--- src/rtl/axi_lite_slave_bridge_if.sv ---
// AXI4-Lite slave-side bus bundle for axi_lite_slave_bridge.
// slave: bridge side (i_* in, o_* out); master: interconnect side.
interface axi_lite_slave_bridge_if #(
  parameter int ADDR_WIDTH = 32,
  parameter int DATA_WIDTH = 32
);
  localparam int STRB_W = DATA_WIDTH / 8;

  logic [ADDR_WIDTH-1:0] i_axi_awaddr;
  logic                  i_axi_awvalid;
  logic                  o_axi_awready;
  logic [DATA_WIDTH-1:0] i_axi_wdata;
  logic [STRB_W-1:0]     i_axi_wstrb;
  logic                  i_axi_wvalid;
  logic                  o_axi_wready;
  logic [1:0]            o_axi_bresp;
  logic                  o_axi_bvalid;
  logic                  i_axi_bready;
  logic [ADDR_WIDTH-1:0] i_axi_araddr;
  logic                  i_axi_arvalid;
  logic                  o_axi_arready;
  logic [DATA_WIDTH-1:0] o_axi_rdata;
  logic [1:0]            o_axi_rresp;
  logic                  o_axi_rvalid;
  logic                  i_axi_rready;

  modport slave (
    input  i_axi_awaddr, i_axi_awvalid,
    output o_axi_awready,
    input  i_axi_wdata, i_axi_wstrb, i_axi_wvalid,
    output o_axi_wready,
    output o_axi_bresp, o_axi_bvalid,
    input  i_axi_bready,
    input  i_axi_araddr, i_axi_arvalid,
    output o_axi_arready,
    output o_axi_rdata, o_axi_rresp, o_axi_rvalid,
    input  i_axi_rready
  );

  modport master (
    output i_axi_awaddr, i_axi_awvalid,
    input  o_axi_awready,
    output i_axi_wdata, i_axi_wstrb, i_axi_wvalid,
    input  o_axi_wready,
    input  o_axi_bresp, o_axi_bvalid,
    output i_axi_bready,
    output i_axi_araddr, i_axi_arvalid,
    input  o_axi_arready,
    input  o_axi_rdata, o_axi_rresp, o_axi_rvalid,
    output i_axi_rready
  );
endinterface

--- src/rtl/axi_lite_slave_bridge.sv ---
// AXI4-Lite slave to simple peripheral register port bridge.
// Ports: clk, resetn (async low); axi (slave modport);
// o_wr_* peripheral write strobe/addr/data/strb;
// o_rd_en/o_rd_addr read request, i_rd_data/i_rd_valid reply.
module axi_lite_slave_bridge #(
  parameter int ADDR_WIDTH = 32,
  parameter int DATA_WIDTH = 32,
  parameter int ADDR_LIMIT = 'h100,
  parameter int RD_TIMEOUT = 255,
  localparam int STRB_W = DATA_WIDTH / 8
) (
  input  logic                  clk,
  input  logic                  resetn,
  axi_lite_slave_bridge_if.slave axi,
  output logic                  o_wr_en,
  output logic [ADDR_WIDTH-1:0] o_wr_addr,
  output logic [DATA_WIDTH-1:0] o_wr_data,
  output logic [STRB_W-1:0]     o_wr_strb,
  output logic                  o_rd_en,
  output logic [ADDR_WIDTH-1:0] o_rd_addr,
  input  logic [DATA_WIDTH-1:0] i_rd_data,
  input  logic                  i_rd_valid
);
  localparam int CNT_W = $clog2(RD_TIMEOUT + 1);
  localparam logic [ADDR_WIDTH-1:0] A_LIM =
    ADDR_WIDTH'(ADDR_LIMIT);
  localparam logic [CNT_W-1:0] CNT_MAX = CNT_W'(RD_TIMEOUT);

  localparam logic [1:0] RSP_OKAY = 2'b00;
  localparam logic [1:0] RSP_SLVERR = 2'b10;

  localparam logic [1:0] W_IDLE = 2'd0;
  localparam logic [1:0] W_EXEC = 2'd1;
  localparam logic [1:0] W_RESP = 2'd2;

  localparam logic [1:0] R_IDLE = 2'd0;
  localparam logic [1:0] R_WAIT = 2'd1;
  localparam logic [1:0] R_RESP = 2'd2;

  // ---------------- write path ----------------
  logic [1:0]            w_state;
  logic                  aw_got;
  logic                  w_got;
  logic [ADDR_WIDTH-1:0] aw_q;
  logic [DATA_WIDTH-1:0] wd_q;
  logic [STRB_W-1:0]     ws_q;

  logic                  aw_hs;
  logic                  w_hs;
  logic                  w_both;
  logic [ADDR_WIDTH-1:0] aw_cur;
  logic [DATA_WIDTH-1:0] wd_cur;
  logic [STRB_W-1:0]     ws_cur;
  logic                  w_in_rng;

  assign aw_hs = axi.i_axi_awvalid & axi.o_axi_awready;
  assign w_hs  = axi.i_axi_wvalid & axi.o_axi_wready;
  // Both channels count as captured if already held or
  // handshaking this cycle, so AW/W may arrive together.
  assign w_both = (aw_got | aw_hs) & (w_got | w_hs);
  assign aw_cur = aw_hs ? axi.i_axi_awaddr : aw_q;
  assign wd_cur = w_hs ? axi.i_axi_wdata : wd_q;
  assign ws_cur = w_hs ? axi.i_axi_wstrb : ws_q;
  assign w_in_rng = aw_cur < A_LIM;

  always_ff @(posedge clk or negedge resetn) begin
    if (!resetn) begin
      w_state           <= W_IDLE;
      aw_got            <= 1'b0;
      w_got             <= 1'b0;
      aw_q              <= '0;
      wd_q              <= '0;
      ws_q              <= '0;
      axi.o_axi_awready <= 1'b0;
      axi.o_axi_wready  <= 1'b0;
      axi.o_axi_bvalid  <= 1'b0;
      axi.o_axi_bresp   <= RSP_OKAY;
      o_wr_en           <= 1'b0;
      o_wr_addr         <= '0;
      o_wr_data         <= '0;
      o_wr_strb         <= '0;
    end else begin
      o_wr_en <= 1'b0;
      case (w_state)
        W_IDLE: begin
          if (aw_hs) begin
            aw_q   <= axi.i_axi_awaddr;
            aw_got <= 1'b1;
          end
          if (w_hs) begin
            wd_q  <= axi.i_axi_wdata;
            ws_q  <= axi.i_axi_wstrb;
            w_got <= 1'b1;
          end
          if (w_both) begin
            // Peripheral-side outputs change only here so they
            // stay put for the whole transaction.
            o_wr_addr         <= aw_cur;
            o_wr_data         <= wd_cur;
            o_wr_strb         <= ws_cur;
            o_wr_en           <= w_in_rng;
            axi.o_axi_bresp   <= w_in_rng ? RSP_OKAY
                                          : RSP_SLVERR;
            axi.o_axi_awready <= 1'b0;
            axi.o_axi_wready  <= 1'b0;
            w_state           <= W_EXEC;
          end else begin
            axi.o_axi_awready <= ~(aw_got | aw_hs);
            axi.o_axi_wready  <= ~(w_got | w_hs);
          end
        end
        W_EXEC: begin
          aw_got           <= 1'b0;
          w_got            <= 1'b0;
          axi.o_axi_bvalid <= 1'b1;
          w_state          <= W_RESP;
        end
        W_RESP: begin
          if (axi.i_axi_bready) begin
            axi.o_axi_bvalid  <= 1'b0;
            axi.o_axi_awready <= 1'b1;
            axi.o_axi_wready  <= 1'b1;
            w_state           <= W_IDLE;
          end
        end
        default: w_state <= W_IDLE;
      endcase
    end
  end

  // ---------------- read path ----------------
  logic [1:0]       r_state;
  logic [CNT_W-1:0] rd_cnt;
  logic             ar_hs;

  assign ar_hs = axi.i_axi_arvalid & axi.o_axi_arready;

  always_ff @(posedge clk or negedge resetn) begin
    if (!resetn) begin
      r_state           <= R_IDLE;
      rd_cnt            <= '0;
      axi.o_axi_arready <= 1'b0;
      axi.o_axi_rvalid  <= 1'b0;
      axi.o_axi_rdata   <= '0;
      axi.o_axi_rresp   <= RSP_OKAY;
      o_rd_en           <= 1'b0;
      o_rd_addr         <= '0;
    end else begin
      o_rd_en <= 1'b0;
      case (r_state)
        R_IDLE: begin
          if (ar_hs) begin
            o_rd_addr         <= axi.i_axi_araddr;
            axi.o_axi_arready <= 1'b0;
            if (axi.i_axi_araddr < A_LIM) begin
              o_rd_en <= 1'b1;
              rd_cnt  <= '0;
              r_state <= R_WAIT;
            end else begin
              axi.o_axi_rdata  <= '0;
              axi.o_axi_rresp  <= RSP_SLVERR;
              axi.o_axi_rvalid <= 1'b1;
              r_state          <= R_RESP;
            end
          end else begin
            axi.o_axi_arready <= 1'b1;
          end
        end
        R_WAIT: begin
          // Data arriving on the expiry cycle still wins.
          if (i_rd_valid) begin
            axi.o_axi_rdata  <= i_rd_data;
            axi.o_axi_rresp  <= RSP_OKAY;
            axi.o_axi_rvalid <= 1'b1;
            r_state          <= R_RESP;
          end else if (rd_cnt == CNT_MAX) begin
            axi.o_axi_rdata  <= '0;
            axi.o_axi_rresp  <= RSP_SLVERR;
            axi.o_axi_rvalid <= 1'b1;
            r_state          <= R_RESP;
          end else begin
            rd_cnt <= rd_cnt + 1'b1;
          end
        end
        R_RESP: begin
          if (axi.i_axi_rready) begin
            axi.o_axi_rvalid  <= 1'b0;
            axi.o_axi_arready <= 1'b1;
            r_state           <= R_IDLE;
          end
        end
        default: r_state <= R_IDLE;
      endcase
    end
  end
endmodule

--- src/flat_wrapper.sv ---
// flat-port wrapper written by rule: the top's interface ports become plain ports
module axi_lite_slave_bridge_flat 
#(
  parameter int ADDR_WIDTH = 32,
  parameter int DATA_WIDTH = 32,
  parameter int ADDR_LIMIT = 'h100,
  parameter int RD_TIMEOUT = 255,
  localparam int STRB_W = DATA_WIDTH / 8
)
  (clk, resetn, o_wr_en, o_wr_addr, o_wr_data, o_wr_strb, o_rd_en, o_rd_addr, i_rd_data, i_rd_valid, axi_i_axi_awaddr, axi_i_axi_awvalid, axi_o_axi_awready, axi_i_axi_wdata, axi_i_axi_wstrb, axi_i_axi_wvalid, axi_o_axi_wready, axi_o_axi_bresp, axi_o_axi_bvalid, axi_i_axi_bready, axi_i_axi_araddr, axi_i_axi_arvalid, axi_o_axi_arready, axi_o_axi_rdata, axi_o_axi_rresp, axi_o_axi_rvalid, axi_i_axi_rready);
  axi_lite_slave_bridge_if #(.ADDR_WIDTH(ADDR_WIDTH), .DATA_WIDTH(DATA_WIDTH)) axi_i ();
  input  logic clk;
  input  logic resetn;
  output logic o_wr_en;
  output logic [ADDR_WIDTH-1:0] o_wr_addr;
  output logic [DATA_WIDTH-1:0] o_wr_data;
  output logic [STRB_W-1:0] o_wr_strb;
  output logic o_rd_en;
  output logic [ADDR_WIDTH-1:0] o_rd_addr;
  input  logic [DATA_WIDTH-1:0] i_rd_data;
  input  logic i_rd_valid;
  input wire logic [$bits(axi_i.i_axi_awaddr)-1:0] axi_i_axi_awaddr;
  input wire logic [$bits(axi_i.i_axi_awvalid)-1:0] axi_i_axi_awvalid;
  output wire logic [$bits(axi_i.o_axi_awready)-1:0] axi_o_axi_awready;
  input wire logic [$bits(axi_i.i_axi_wdata)-1:0] axi_i_axi_wdata;
  input wire logic [$bits(axi_i.i_axi_wstrb)-1:0] axi_i_axi_wstrb;
  input wire logic [$bits(axi_i.i_axi_wvalid)-1:0] axi_i_axi_wvalid;
  output wire logic [$bits(axi_i.o_axi_wready)-1:0] axi_o_axi_wready;
  output wire logic [$bits(axi_i.o_axi_bresp)-1:0] axi_o_axi_bresp;
  output wire logic [$bits(axi_i.o_axi_bvalid)-1:0] axi_o_axi_bvalid;
  input wire logic [$bits(axi_i.i_axi_bready)-1:0] axi_i_axi_bready;
  input wire logic [$bits(axi_i.i_axi_araddr)-1:0] axi_i_axi_araddr;
  input wire logic [$bits(axi_i.i_axi_arvalid)-1:0] axi_i_axi_arvalid;
  output wire logic [$bits(axi_i.o_axi_arready)-1:0] axi_o_axi_arready;
  output wire logic [$bits(axi_i.o_axi_rdata)-1:0] axi_o_axi_rdata;
  output wire logic [$bits(axi_i.o_axi_rresp)-1:0] axi_o_axi_rresp;
  output wire logic [$bits(axi_i.o_axi_rvalid)-1:0] axi_o_axi_rvalid;
  input wire logic [$bits(axi_i.i_axi_rready)-1:0] axi_i_axi_rready;
  assign axi_i.i_axi_awaddr = axi_i_axi_awaddr;
  assign axi_i.i_axi_awvalid = axi_i_axi_awvalid;
  assign axi_o_axi_awready = axi_i.o_axi_awready;
  assign axi_i.i_axi_wdata = axi_i_axi_wdata;
  assign axi_i.i_axi_wstrb = axi_i_axi_wstrb;
  assign axi_i.i_axi_wvalid = axi_i_axi_wvalid;
  assign axi_o_axi_wready = axi_i.o_axi_wready;
  assign axi_o_axi_bresp = axi_i.o_axi_bresp;
  assign axi_o_axi_bvalid = axi_i.o_axi_bvalid;
  assign axi_i.i_axi_bready = axi_i_axi_bready;
  assign axi_i.i_axi_araddr = axi_i_axi_araddr;
  assign axi_i.i_axi_arvalid = axi_i_axi_arvalid;
  assign axi_o_axi_arready = axi_i.o_axi_arready;
  assign axi_o_axi_rdata = axi_i.o_axi_rdata;
  assign axi_o_axi_rresp = axi_i.o_axi_rresp;
  assign axi_o_axi_rvalid = axi_i.o_axi_rvalid;
  assign axi_i.i_axi_rready = axi_i_axi_rready;
  axi_lite_slave_bridge #(.ADDR_WIDTH(ADDR_WIDTH), .DATA_WIDTH(DATA_WIDTH), .ADDR_LIMIT(ADDR_LIMIT), .RD_TIMEOUT(RD_TIMEOUT)) u_core (.clk(clk), .resetn(resetn), .axi(axi_i), .o_wr_en(o_wr_en), .o_wr_addr(o_wr_addr), .o_wr_data(o_wr_data), .o_wr_strb(o_wr_strb), .o_rd_en(o_rd_en), .o_rd_addr(o_rd_addr), .i_rd_data(i_rd_data), .i_rd_valid(i_rd_valid));
endmodule
--- config.mk ---
export PLATFORM = sky130hd
export DESIGN_NAME = axi_lite_slave_bridge_flat
export DESIGN_NICKNAME = d
export VERILOG_FILES = /design/src/rtl/axi_lite_slave_bridge_if.sv /design/src/rtl/axi_lite_slave_bridge.sv /design/src/flat_wrapper.sv
export SDC_FILE = /design/constraint.sdc
export NUM_CORES = 1
export LEC_CHECK = 0
export CORE_ASPECT_RATIO = 0.5
export CORE_MARGIN = 5
export CORE_UTILIZATION = 40
export DETAILED_ROUTE_END_ITERATION = 7
export PLACE_DENSITY_LB_ADDON = 0.05
export SLEW_MARGIN = 0
export SYNTH_ARGS = -nofsm -noshare
export SYNTH_HDL_FRONTEND = slang
export SYNTH_SLANG_ARGS = --single-unit
--- constraint.sdc ---
create_clock -name clk -period 4.7 [get_ports clk]
set_clock_uncertainty 0.2 [all_clocks]
set_input_delay 0.94 -clock clk [delete_from_list [all_inputs] [get_ports clk]]
set_output_delay 0.94 -clock clk [all_outputs]
set_load 0.005 [all_outputs]
### After elaboration in Yosys (flattened, before gate mapping)

Cells that the tools add are included.

| storage, ports and cells | value |
|---|---|
| register bits after elaboration | 225 |
| logic and storage cells | 121 |
| input port bits | 140 |
| output and inout port bits | 143 |

| cells by class | value |
|---|---|
| reduce and logical (&&, ||, !) cells | 20 |
| equal/unequal tests | 16 |
| mux-type cells | 52 |
| bitwise gates (word level) | 8 |
| order comparisons | 2 |
| $add $sub $neg | 1 |

Operators by type and width:

| operator | number |
|---|---|
| 32-bit 2-to-1 mux | 6 |
| 32-bit by 9-bit < comparator with 1-bit output, second input constant | 2 |
| 32-bit case mux with 2 select lines | 1 |
| 8-bit 2-to-1 mux | 4 |
| 2-bit 2-to-1 mux | 11 |
| 1-bit 2-to-1 mux | 18 |
| 8-bit case mux with 2 select lines | 1 |
| 2-bit AND reduction | 8 |
| 1-bit case mux with 2 select lines | 6 |
| 2-bit case mux with 3 select lines | 2 |
| 2-bit by 1-bit != test with 1-bit output, second input constant | 5 |
| 2-bit != test, second input constant | 5 |
| 5-bit AND reduction | 2 |
| 2-bit nonzero test | 5 |
| 8-bit by 1-bit adder with 8-bit output, second input constant | 1 |
| 8-bit equality test, second input constant | 1 |
| 1-bit bitwise AND | 4 |
| 2-bit by 1-bit equality test with 1-bit output, second input constant | 2 |
| 2-bit equality test, second input constant | 2 |
| 2-bit zero test | 2 |
| 4-bit 2-to-1 mux | 1 |
| 2-bit case mux with 2 select lines | 1 |
| 4-bit AND reduction | 1 |
| 3-bit by 2-bit != test with 1-bit output, second input constant | 1 |
| other kinds (5) | 7 |

### Depth between registers and ports, before layout

| depth | value |
|---|---|
| word-level depth | 5 |
| mapped depth | 7 |
| mapped depth without buffers | 5 |

### Worst setup path before layout

No wires, ideal clock.

| timing path | value |
|---|---|
| kind | input -> register |
| start point | input axi_i_axi_awaddr[21] |
| end point | register u_core.o_wr_en |
| data required time | 4,433 ps |
| setup slack | 2,193 ps |
| path buffers | 0 |
| setup time | 67 ps |
| cell stages on the path | 4 |
| data arrival time | 2,240 ps |
| path through | or4_1 -> or4_1 -> o41ai_2 -> and3_1 |

| on the way | value |
|---|---|
| cells in the longest elaborated chain, start to end | 4 |

Ends and longest elaborated chain:

| element | RTL line | source |
|---|---|---|
| start, declared | flat_wrapper.sv:22 | `input wire logic [$bits(axi_i.i_axi_awaddr)-1:0] axi_i_axi_awaddr;` |
| 32-bit 2-to-1 mux | - |  |
| 32-bit by 9-bit < comparator with 1-bit output | axi_lite_slave_bridge.sv:64 | `assign w_in_rng = aw_cur < A_LIM;` |
| 1-bit 2-to-1 mux | axi_lite_slave_bridge.sv:95 | `if (w_both) begin` |
| 1-bit 2-to-1 mux | axi_lite_slave_bridge.sv:84 | `case (w_state)` |
| end signal, assigned | axi_lite_slave_bridge.sv:101 | `o_wr_en <= w_in_rng;` |
| end, declared | axi_lite_slave_bridge.sv:15 | `output logic o_wr_en,` |

Every way passes these cells.
A chain may end at the register's enable or synchronous reset.

### Worst setup path in the final report

| timing path | value |
|---|---|
| start point | input axi_i_axi_araddr[31] |
| end point | register u_core.rd_cnt[4] |

| on the way | value |
|---|---|
| cells in the longest elaborated chain, start to end | 3 |

Ends and longest elaborated chain:

| element | RTL line | source |
|---|---|---|
| start, declared | flat_wrapper.sv:32 | `input wire logic [$bits(axi_i.i_axi_araddr)-1:0] axi_i_axi_araddr;` |
| 32-bit by 9-bit < comparator with 1-bit output | axi_lite_slave_bridge.sv:155 | `if (axi.i_axi_araddr < A_LIM) begin` |
| 2-bit by 1-bit != test with 1-bit output (no line) | - |  |
| 5-bit AND reduction (no line) | - |  |
| end signal, assigned | axi_lite_slave_bridge.sv:182 | `rd_cnt <= rd_cnt + 1'b1;` |
| end, declared | axi_lite_slave_bridge.sv:133 | `logic [CNT_W-1:0] rd_cnt;` |

Every way passes these cells.

==> key figures <==
Outcome
  • Status: finished clean

Global route
  • Largest net degree at the start of global routing: 117
  • GRT Resource Usage Total: between 10% and 20%
  • Remaining Overflow, GRT: 0
  • Antenna violations before repair: 1
  • Global-route wire length before repair: between 40000 and 50000 um
  • Vias in the first global route: 7209

Final layout
  • Register Area: between 0.005 and 0.006 mm^2
  • Nets: approximately 1100
  • Layout filler cell count: 2003
  • Layout cell share with drive strength beyond 1: approximately 16%
  • Most frequent cells in the layout: clkdlybuf4s50_1 (279), dfrtp_1 (223), mux2_2 (100)
  • Finished Cell Area: 0.0131 mm^2
  • Multi-input logic area: 0.00353 mm^2
  • Commonest non-fill, non-tap cell in the layout: clkdlybuf4s50_1
  • Area growth syn-to-layout: 40.6%

Clock tree
  • Root buffer cell: clkbuf_16
  • CTS clock-pin slew for the worst setup and hold paths: 0.06 ns
  • Worst skew pair latency: 0.50 ns
  • CTS tree: done
  • CTS H-tree depth: 1
  • Sink Count: 223
  • CTS Buf Count: 21
  • CTS resizes: 0
  • Setup Buffers After CTS: 0
  • Cts hold-fix bufs: 0
  • Clock Path Buffers: 3

Pwr
  • P_leak: 0.00564 uW
  • Maximum vdd drop: about 440 uV
  • Pwr dens: approximately 670 mW/mm^2

Placement
  • Placement Cell Area: 0.0124 mm^2
  • Count of input and output buffers: 280
  • Setup slack after placement: 1.27 ns
  • Post-DP HPWL: 17600 um
  • GPL Wtd Cong: 0.800

Floorplan
  • Die area: between 0.02 and 0.03 mm^2
  • Die Y: approximately 120 um
  • CORE AREA: 0.0229 mm^2
  • Chip width: 226 um
  • Row cnt: 39
  • Initial Utilization: between 40% and 50%
  • I/O pin total: 283

Routing
  • Post-route ant nets: 0
  • First DRT Iteration DRCs: about 400
  • DRC viols: 0
  • DR pass1 iterations: 5
  • Via-per-instance ratio: 5.18
  • Vias: 6894
  • Avg WL per Cell: 18.9 um
  • Routed WL: 25100 um

STA
  • RSZ-0062 raised after global routing: no
  • Worst relative slew slack: 34.7%
  • Final worst-path setup slack: around 1.8 ns
  • Final Hold Vio Count: 0
  • Tightest Pin Transition: 0.980 ns
  • Sum Neg Setup Slack: 0 ns
  • Slew Limit Fails: 0
  • Final setup vio count: 0
  • Final min period: 2.88 ns
  • Period utilization: a little over 60%
  • F_max: approximately 350 MHz

Yosys
  • Main area contributors after synthesis: dfrtp_1 (60%), mux2_2 (12%), mux2i_1 (7.5%)
  • Synth area leader: dfrtp_1
  • Post-synth top area share: 59.7%
  • Sequential area share after synthesis: about three fifths
  • Seq cells post-synth: 223
  • Synth Cell Area: 0.00935 mm^2
  • Cell count after synthesis: 742
  • Cell variety after synth: 43
  • Mapped Avg Cell Area: around 13 um^2
  • Synth warn: 0

Hold path
  • Hold Path Class: primary input to async pin

Job
  • Max cap viols: 0

Setup path
  • Crit path required time: 4.86 ns
  • Worst setup EP type: flop
  • Worst Path Max Fanout: 6
  • Crit path launch type: primary input
  • Worst endpoint data arrival time: between 3 and 4 ns
  • Worst setup path category: primary input to flop
worst max-delay path, stage by stage:
cell and delay [ns]:
clkdlybuf4s50_1 0.45, nor4_1 0.51, nand4_1 0.38, o21ai_0 0.57, o221ai_1 0.18
where the power goes:
group          leakage [uW]  internal (uW)  total, uW  switching [uW]
combinational       0.00265           2110       3620            1500
clock              0.000352            994       1730             736
sequential          0.00263           2860       3440             580
total               0.00564           5960       8780            2820
area by class of cell:
type                       instances  share of cell area, %
tap                              307                   2.92
clock buffer                      26                   4.45
sequential                       223                   42.5
multi-input combinational        460                   26.9
timing repair buffer             293                   22.2
antenna                            1                 0.0190
inverter                           9                  0.257
clock inverter                    11                  0.828
kinds of logic after synthesis:
family / after synthesis / share of synthesized area, %
mux: 170 / 19.5
buf+inv: 60 / 2.90
fa+ha+maj: 1 / 0.134
simple gates: 150 / 7.63
other cells: 1 / 0.0401
compound gates: 137 / 10.1
flops: 223 / 59.7
synth_stat cells:
cell	n
buf_4	2
o21ai_0	6
o21a_1	1
a32oi_1	2
nand2b_1	4
ha_1	1
o221ai_1	2
nor3b_1	3
o2111ai_1	2
and4bb_2	1
o32ai_4	1
o211ai_1	4
inv_1	9
o32a_1	2
a311oi_1	1
clkbuf_1	15
nand3_1	5
and2_1	1
conb_1	1
buf_2	31
o41ai_2	1
mux2i_1	70
nand4_1	6
a41oi_1	1
nor4_2	1
nor3_1	5
a22oi_1	1
nor3b_2	1
nor3_2	1
o21ai_1	1
a31oi_1	5
or4_1	3
buf_1	3
and3_1	5
nand2_1	12
a32o_1	32
nor2b_1	3
dfrtp_1	223
nor4_1	13
a21oi_1	75
nor2_1	85
or2_2	1
mux2_2	100
flip-flops by register name, indices dropped and copies added, names as in the netlist:
signal	flops
u_core.aw_got	1
u_core.aw_q	32
u_core.axi.o_axi_arready	1
u_core.axi.o_axi_awready	1
u_core.axi.o_axi_bresp	1
u_core.axi.o_axi_bvalid	1
u_core.axi.o_axi_rdata	32
u_core.axi.o_axi_rresp	1
u_core.axi.o_axi_rvalid	1
u_core.axi.o_axi_wready	1
u_core.o_rd_addr	32
u_core.o_rd_en	1
u_core.o_wr_addr	32
u_core.o_wr_data	32
u_core.o_wr_en	1
u_core.o_wr_strb	4
u_core.r_state	2
u_core.rd_cnt	8
u_core.w_got	1
u_core.w_state	2
u_core.wd_q	32
u_core.ws_q	4
metrics by stage:
step	utilization, %	total power, uW	std cells	hold slack (ns)
after floorplan	-	5320	743	0.267
after CTS	57.4	8920	1329	0.307
final	57.4	8780	1330	0.254
after detailed placement	54.4	7160	1292	0.292
after global placement	54.4	7060	1292	0.288
after global routing	57.4	9410	1330	0.321
final timing paths:
path                            cells after the start                    to            startpoint  slack [ns]
worst max-delay path                                5      u_core.rd_cnt[4]  axi_i_axi_araddr[31]        1.82
worst min-delay path                                1  u_core.o_rd_addr[22]                resetn        0.25
worst max register to register                      4      u_core.rd_cnt[3]     u_core.r_state[0]        2.30
worst min register to register                      2         u_core.aw_got         u_core.aw_got        0.30
max in group asynchronous                           2   u_core.o_wr_addr[5]                resetn        2.93
min in group clk                                    2         u_core.aw_got         u_core.aw_got        0.30
routing by layer:
layer | share of wire, % | up-vias | GRT usage [%] | wire (um)
met5 | 0 | - | 0 | 0
li1 | - | 3230 | - | -
met3 | 6.7 | 30 | 5.11 | 1680
met4 | 1.8 | 0 | 3.68 | 461
met1 | 43 | 3458 | 23.8 | 10800
met2 | 48 | 176 | 31.0 | 12200
Power figures use the tool's default switching activity.
